`src/rtl/ru_multiport_if.sv`:
```
// Register-unit access bundle: read addresses/data, write ports and busy-scoreboard control.
interface ru_multiport_if #(
  parameter int XLEN = 32,
  parameter int NREG = 32,
  parameter int NRP  = 2,
  parameter int NWP  = 1
);
  localparam int AW = $clog2(NREG);

  logic [NRP*AW-1:0]   rs;
  logic [NRP*XLEN-1:0] RUrs;
  logic [NRP-1:0]      rs_busy;
  logic [NWP*AW-1:0]   rd;
  logic [NWP*XLEN-1:0] DataWr;
  logic [NWP-1:0]      RUWr;
  logic                busy_set;
  logic [AW-1:0]       busy_rd;

  modport master (output rs, rd, DataWr, RUWr, busy_set, busy_rd,
                  input  RUrs, rs_busy);
  modport slave  (input  rs, rd, DataWr, RUWr, busy_set, busy_rd,
                  output RUrs, rs_busy);
endinterface

```
`src/rtl/ru_multiport.sv`:
```
// Parametrised multi-port register unit with optional write-to-read bypass and a
// per-register busy scoreboard for multi-cycle producers.
module ru_rdport #(
  parameter int XLEN   = 32,
  parameter int NREG   = 32,
  parameter int NWP    = 1,
  parameter bit BYPASS = 1'b1,
  parameter int AW     = $clog2(NREG)
) (
  input  logic [AW-1:0]                i_rs,
  input  logic [NREG-1:0][XLEN-1:0]    i_regs,
  input  logic [NREG-1:0]              i_busy,
  input  logic [NWP-1:0]               i_we,
  input  logic [NWP-1:0][AW-1:0]       i_rd,
  input  logic [NWP-1:0][XLEN-1:0]     i_wd,
  input  logic                         i_byp_en,
  output logic [XLEN-1:0]              o_data,
  output logic                         o_busy
);
  // Ascending port scan lets the highest-index writer win, matching the stored path.
  always_comb begin
    o_data = i_regs[i_rs];
    o_busy = i_busy[i_rs];
    if (BYPASS && i_byp_en && i_rs != '0) begin
      for (int w = 0; w < NWP; w++) begin
        if (i_we[w] && i_rd[w] == i_rs) begin
          o_data = i_wd[w];
          o_busy = 1'b0;
        end
      end
    end
  end
endmodule

module ru_multiport #(
  parameter int              XLEN    = 32,
  parameter int              NREG    = 32,
  parameter int              NRP     = 2,
  parameter int              NWP     = 1,
  parameter bit              BYPASS  = 1'b1,
  parameter logic [XLEN-1:0] SP_INIT = '0
) (
  input logic           CLK,
  input logic           RST_N,
  ru_multiport_if.slave bus
);
  localparam int AW = $clog2(NREG);

  logic [NRP-1:0][AW-1:0]    w_rs;
  logic [NWP-1:0][AW-1:0]    w_rd;
  logic [NWP-1:0][XLEN-1:0]  w_wd;
  logic [NREG-1:0][XLEN-1:0] w_regs;
  logic [NREG-1:0]           w_busy;
  logic [NRP-1:0][XLEN-1:0]  w_rdata;
  logic [NRP-1:0]            w_rbusy;

  assign w_rs        = bus.rs;
  assign w_rd        = bus.rd;
  assign w_wd        = bus.DataWr;
  assign bus.RUrs    = w_rdata;
  assign bus.rs_busy = w_rbusy;

  // x0 has no flops: constant zero, never busy.
  assign w_regs[0] = '0;
  assign w_busy[0] = 1'b0;

  for (genvar r = 1; r < NREG; r++) begin : g_reg
    logic            w_we;
    logic [XLEN-1:0] w_d;
    logic [XLEN-1:0] r_q;
    logic            r_busy;

    always_comb begin
      w_we = 1'b0;
      w_d  = r_q;
      for (int w = 0; w < NWP; w++) begin
        if (bus.RUWr[w] && w_rd[w] == AW'(r)) begin
          w_we = 1'b1;
          w_d  = w_wd[w];
        end
      end
    end

    // A new producer claimed in the same cycle as a write supersedes that write.
    always_ff @(posedge CLK or negedge RST_N) begin
      if (!RST_N) begin
        r_q    <= (r == 2) ? SP_INIT : '0;
        r_busy <= 1'b0;
      end else begin
        if (w_we) r_q <= w_d;
        if (bus.busy_set && bus.busy_rd == AW'(r)) r_busy <= 1'b1;
        else if (w_we)                             r_busy <= 1'b0;
      end
    end

    assign w_regs[r] = r_q;
    assign w_busy[r] = r_busy;
  end

  // Bypass is held off during reset so outputs show the reset image only.
  for (genvar p = 0; p < NRP; p++) begin : g_rp
    ru_rdport #(.XLEN(XLEN), .NREG(NREG), .NWP(NWP), .BYPASS(BYPASS), .AW(AW)) u_rp (
      .i_rs     (w_rs[p]),
      .i_regs   (w_regs),
      .i_busy   (w_busy),
      .i_we     (bus.RUWr),
      .i_rd     (w_rd),
      .i_wd     (w_wd),
      .i_byp_en (RST_N),
      .o_data   (w_rdata[p]),
      .o_busy   (w_rbusy[p])
    );
  end
endmodule

```
`src/flat_wrapper.sv`:
```
// flat-port wrapper written by rule: the top's interface ports become plain ports
module ru_multiport_flat 
#(
  parameter int              XLEN    = 32,
  parameter int              NREG    = 32,
  parameter int              NRP     = 2,
  parameter int              NWP     = 1,
  parameter bit              BYPASS  = 1'b1,
  parameter logic [XLEN-1:0] SP_INIT = '0
)
  (CLK, RST_N, bus_rs, bus_rd, bus_DataWr, bus_RUWr, bus_busy_set, bus_busy_rd, bus_RUrs, bus_rs_busy);
  ru_multiport_if #(.XLEN(XLEN), .NREG(NREG), .NRP(NRP), .NWP(NWP)) bus_i ();
  input logic CLK;
  input logic RST_N;
  input wire logic [$bits(bus_i.rs)-1:0] bus_rs;
  input wire logic [$bits(bus_i.rd)-1:0] bus_rd;
  input wire logic [$bits(bus_i.DataWr)-1:0] bus_DataWr;
  input wire logic [$bits(bus_i.RUWr)-1:0] bus_RUWr;
  input wire logic [$bits(bus_i.busy_set)-1:0] bus_busy_set;
  input wire logic [$bits(bus_i.busy_rd)-1:0] bus_busy_rd;
  output wire logic [$bits(bus_i.RUrs)-1:0] bus_RUrs;
  output wire logic [$bits(bus_i.rs_busy)-1:0] bus_rs_busy;
  assign bus_i.rs = bus_rs;
  assign bus_i.rd = bus_rd;
  assign bus_i.DataWr = bus_DataWr;
  assign bus_i.RUWr = bus_RUWr;
  assign bus_i.busy_set = bus_busy_set;
  assign bus_i.busy_rd = bus_busy_rd;
  assign bus_RUrs = bus_i.RUrs;
  assign bus_rs_busy = bus_i.rs_busy;
  ru_multiport #(.XLEN(XLEN), .NREG(NREG), .NRP(NRP), .NWP(NWP), .BYPASS(BYPASS), .SP_INIT(SP_INIT)) u_core (.CLK(CLK), .RST_N(RST_N), .bus(bus_i));
endmodule
```
`config.mk`:
```
export PLATFORM = sky130hd
export DESIGN_NAME = ru_multiport_flat
export DESIGN_NICKNAME = d
export VERILOG_FILES = /design/src/rtl/ru_multiport_if.sv /design/src/rtl/ru_multiport.sv /design/src/flat_wrapper.sv
export SDC_FILE = /design/constraint.sdc
export NUM_CORES = 2
export LEC_CHECK = 0
export CORE_MARGIN = 2
export CORE_UTILIZATION = 60
export DETAILED_ROUTE_END_ITERATION = 7
export GPL_TIMING_DRIVEN = 0
export HOLD_SLACK_MARGIN = 0.02
export PLACE_DENSITY = 0.77
export SLEW_MARGIN = 20
export SYNTH_ARGS = -nofsm -noshare
export SYNTH_HDL_FRONTEND = slang
export SYNTH_HIERARCHICAL = 1
export SYNTH_SLANG_ARGS = --single-unit
```
`constraint.sdc`:
```
create_clock -name CLK -period 2.85 [get_ports CLK]
set_input_delay 0.4275 -clock CLK [delete_from_list [all_inputs] [get_ports CLK]]
set_output_delay 0.4275 -clock CLK [all_outputs]
set_load 0.05 [all_outputs]
```
==> out/qor.yml <==
sta:
  min_period_ps: 3130
  worstMarginPinSlew_ps: 1240
  final-hold-violation-count: 0
  skew_ps: 0
  slew_viol_final: 0
  slew_headroom: 0.171
  setup-violations-final: 66
  rsz0062_at_grt: "yes"
  finalCritPeriodShare: 1.10
  fmax_mhz: 320
  tns_ps: -10120
  fin_ws_ps: -278
detailed_routing:
  vias: 42600
  wirelength_mm: 213
  drtIter0Drc: 5717
  wl_per_cell_um: 37.0
  drc: 0
  avgViaCountPerCell: 7.41
  dr.pass1.iters: 8
  antenna_left: 0
setup_path:
  path_cells: "clkdlybuf4s15_2, xnor2_1, nand3_1, nor3b_2, buf_6, clkbuf_8, nand2_1, o21ai_2, buf_6"
  worstPathMaxFanout: 10
  arrival_ps: 2700
  cpMaxStageDelayCell: "clkdlybuf4s15_2"
  crit_path_frequent_cell: "buf_6"
  critPathCaptureType: "output pin"
  critPathMaxStageDelay_ps: 350
  critPathTopFamily: "buffers and inverters"
  cp.required_ps: 2420
  path_buf_inv: 4
  path_class: "primary input to output pin"
  crit_path_start_kind: "primary input"
synth:
  synthMuxAreaShare: 0.408
  ys_ff_latch: 1023
  yosys.area_share.simple: 0.0304
  seq_area_frac_synth: 0.456
  synthFlopType: "dfrtp_1"
  synth_enable_flop_cells: 0
  async_reset_ff_frac: 1.00
  netlist_instances: 4052
  ys_warn_count: 6
  synth_xor_area_frac: 0.00125
  synth-adder-area-share: 0
  synth_top_family_by_area: "multiplexers"
  ys_types: 51
  netlist_area_um2: 56100
  synth_compound_area_frac: 0.0654
  avgSynthCellArea_um2: 13.8
floorplanning:
  die_x_um: 310
  core_um2: 93000
  start_util: 0.603
  die-area_um2: 95900
  die_h_um: 310
  fp-row-count: 112
  io-pin-count: 122
cells_and_area:
  drive_gt1_frac: 0.536
  final_util: 0.718
  area_growth_pct: 19.1
  final_nets: 4467
  final_cell_area_um2: 66800
placed_design:
  port_buffers: 115
  placed_area_um2: 59300
  dp_hpwl_mm: 140
  pre_cts_ws_ps: -2550
  gp_congestion: 1.01
power_and_ir_drop:
  power.leakage_nw: 28.7
  powerDensity_nw_per_um2: 678
  ir_drop_uv: 533
  total_power_w: 0.0453
global_routing:
  grt_pass1_vias: 42800
  grt_antenna_before_repair: 7
  grt-ovfl-total: 0
  grt_max_degree: 141
  grt_pass1_wl_mm: 300
  grt_usage: 0.445
clock_network:
  cts.sinks: 1023
  cts_tree: "yes"
  clock_latency_ps: 730
  cts_root_buffer: "clkbuf_16"
  htree_levels: 3
  cts.reportedPaths.clkPinSlew_ps: 60
  clockBufferDepth: 3
  cts_buffers: 109
outcome:
  violations: "setup timing"
  status: "finished, violations left"
hold_path:
  hold_class: "primary input to flip-flop"
job:
  cap_violations: 0
==> worst min-delay path, delay by kind of cell <==
kind,cells,cell delay [ps]
buffers and inverters,2,380
AOI/OAI and AO/OA,1,160
==> flip-flops by register name, summed over array words and instances (netlist names) <==
| signal | flops |
|---|---|
| u_core/g.r_q | 992 |
| u_core/g.r_busy | 31 |
==> metrics by stage <==
step | hold WS [ps] | std cells
after global routing | 279 | 5748
after CTS | 233 | 5727
after floorplan | 132 | 4117
after detailed placement | 350 | 5494
after global placement | 485 | 5486
final | 275 | 5750
==> kinds of logic (layout without fill, tap and decap cells) <==
group | count (synthesis) | after routing
AOI/OAI and AO/OA | 577 | 577
xor gates and xnor gates | 8 | 8
muxes | 1658 | 1658
buffers and inverters | 440 | 817
and+or+nand+nor | 345 | 345
DFF | 1023 | 1023
other | 1 | 68
==> final cells by class <==
cell class / count / area (um2)
inverters: 7 / 36.3
well taps: 1254 / 1570
clock buffers: 148 / 3070
flip-flops and latches: 1023 / 25600
clock inverters: 46 / 519
plain buffers: 431 / 3420
fillers: 5975 / 26200
multi-input cells: 2654 / 30300
diodes: 2 / 5.00
repair buffers: 185 / 2320
==> cells in the final DEF, fill, tap and decap left out, types with 12 or more instances in the layout <==
cell type / netlist / final
clkinv_2: 0 / 24
buf_6: 13 / 118
a221oi_4: 0 / 19
o211ai_1: 64 / 64
buf_16: 0 / 26
mux2i_1: 144 / 137
clkbuf_16: 0 / 113
o21ai_0: 213 / 24
mux4_2: 392 / 392
dfrtp_1: 1023 / 1023
o21ai_1: 0 / 64
nor2b_1: 70 / 68
o21ai_2: 0 / 114
nand2_1: 146 / 142
buf_8: 0 / 27
buf_4: 32 / 86
conb_1: 1 / 66
mux2_1: 16 / 16
nor3_2: 1 / 35
a221oi_2: 0 / 42
clkbuf_2: 0 / 21
buf_12: 2 / 28
o22ai_1: 68 / 59
clkbuf_8: 0 / 34
a211oi_2: 0 / 12
clkbuf_1: 190 / 136
clkbuf_4: 2 / 28
clkdlybuf4s50_1: 0 / 36
nor3_1: 67 / 31
nor2_1: 19 / 17
a211oi_1: 64 / 51
buf_2: 180 / 94
a21oi_1: 70 / 69
mux2_2: 1106 / 1106
==> worst paths after layout <==
check / from / endpoint / slack [ps] / depth (start not counted)
min: bus_busy_rd[0] / u_core/g_reg[18].r_busy / 280 / 3
max: bus_rd[3] / bus_RUrs[21] / -280 / 9
min reg2reg: u_core/g_reg[9].r_q[3] / u_core/g_reg[9].r_q[3] / 520 / 1
min in group asynchronous: RST_N / u_core/g_reg[3].r_q[5] / 500 / 3
max in group asynchronous: RST_N / u_core/g_reg[29].r_q[14] / 640 / 5
max reg2reg: u_core/g_reg[31].r_q[19] / u_core/g_reg[31].r_q[19] / 1930 / 2
==> cells in the mapped netlist, types with 8 or more instances <==
library cell	n	area, um2
mux2_2	1106	12500
dfrtp_1	1023	25600
mux4_2	392	8830
o21ai_0	213	1070
clkbuf_1	190	713
buf_2	180	901
nand2_1	146	548
mux2i_1	144	1440
a21oi_1	70	350
nor2b_1	70	438
o22ai_1	68	425
nor3_1	67	335
a211oi_1	64	480
o211ai_1	64	480
a221oi_1	62	543
buf_4	32	240
nor2_1	19	71.3
mux2_1	16	180
buf_1	14	52.6
buf_6	13	146
a22o_1	11	96.3
nand2b_1	9	56.3
xnor2_1	8	70.1
==> metal layers <==
layer | up-vias | share of wire | track usage | routed length [um]
li1 | 16200 | - | - | -
met1 | 21800 | 0.34 | 0.543 | 72300
met2 | 3484 | 0.42 | 0.624 | 89600
met3 | 1082 | 0.15 | 0.202 | 31500
met4 | 10 | 0.090 | 0.318 | 19100
met5 | - | 0.00062 | 0.0202 | 131
==> what timing repair did <==
action / in CTS / in global routing
gates resized for setup: 1259 / 153
endpoints found under the setup margin: 136 / 191
hold endpoints to repair: 61 / 0
buffers inserted: 32 / 20
hold buffers: 2 / 0
pin swaps: 77 / 60
cloned: 7 / 2
==> report_power, final <==
group / internal, W / switching (W)
clock network: 0.00827 / 0.00622
logic: 0.00596 / 0.00529
registers: 0.0174 / 0.00214
(Power assumes the default switching activity.)
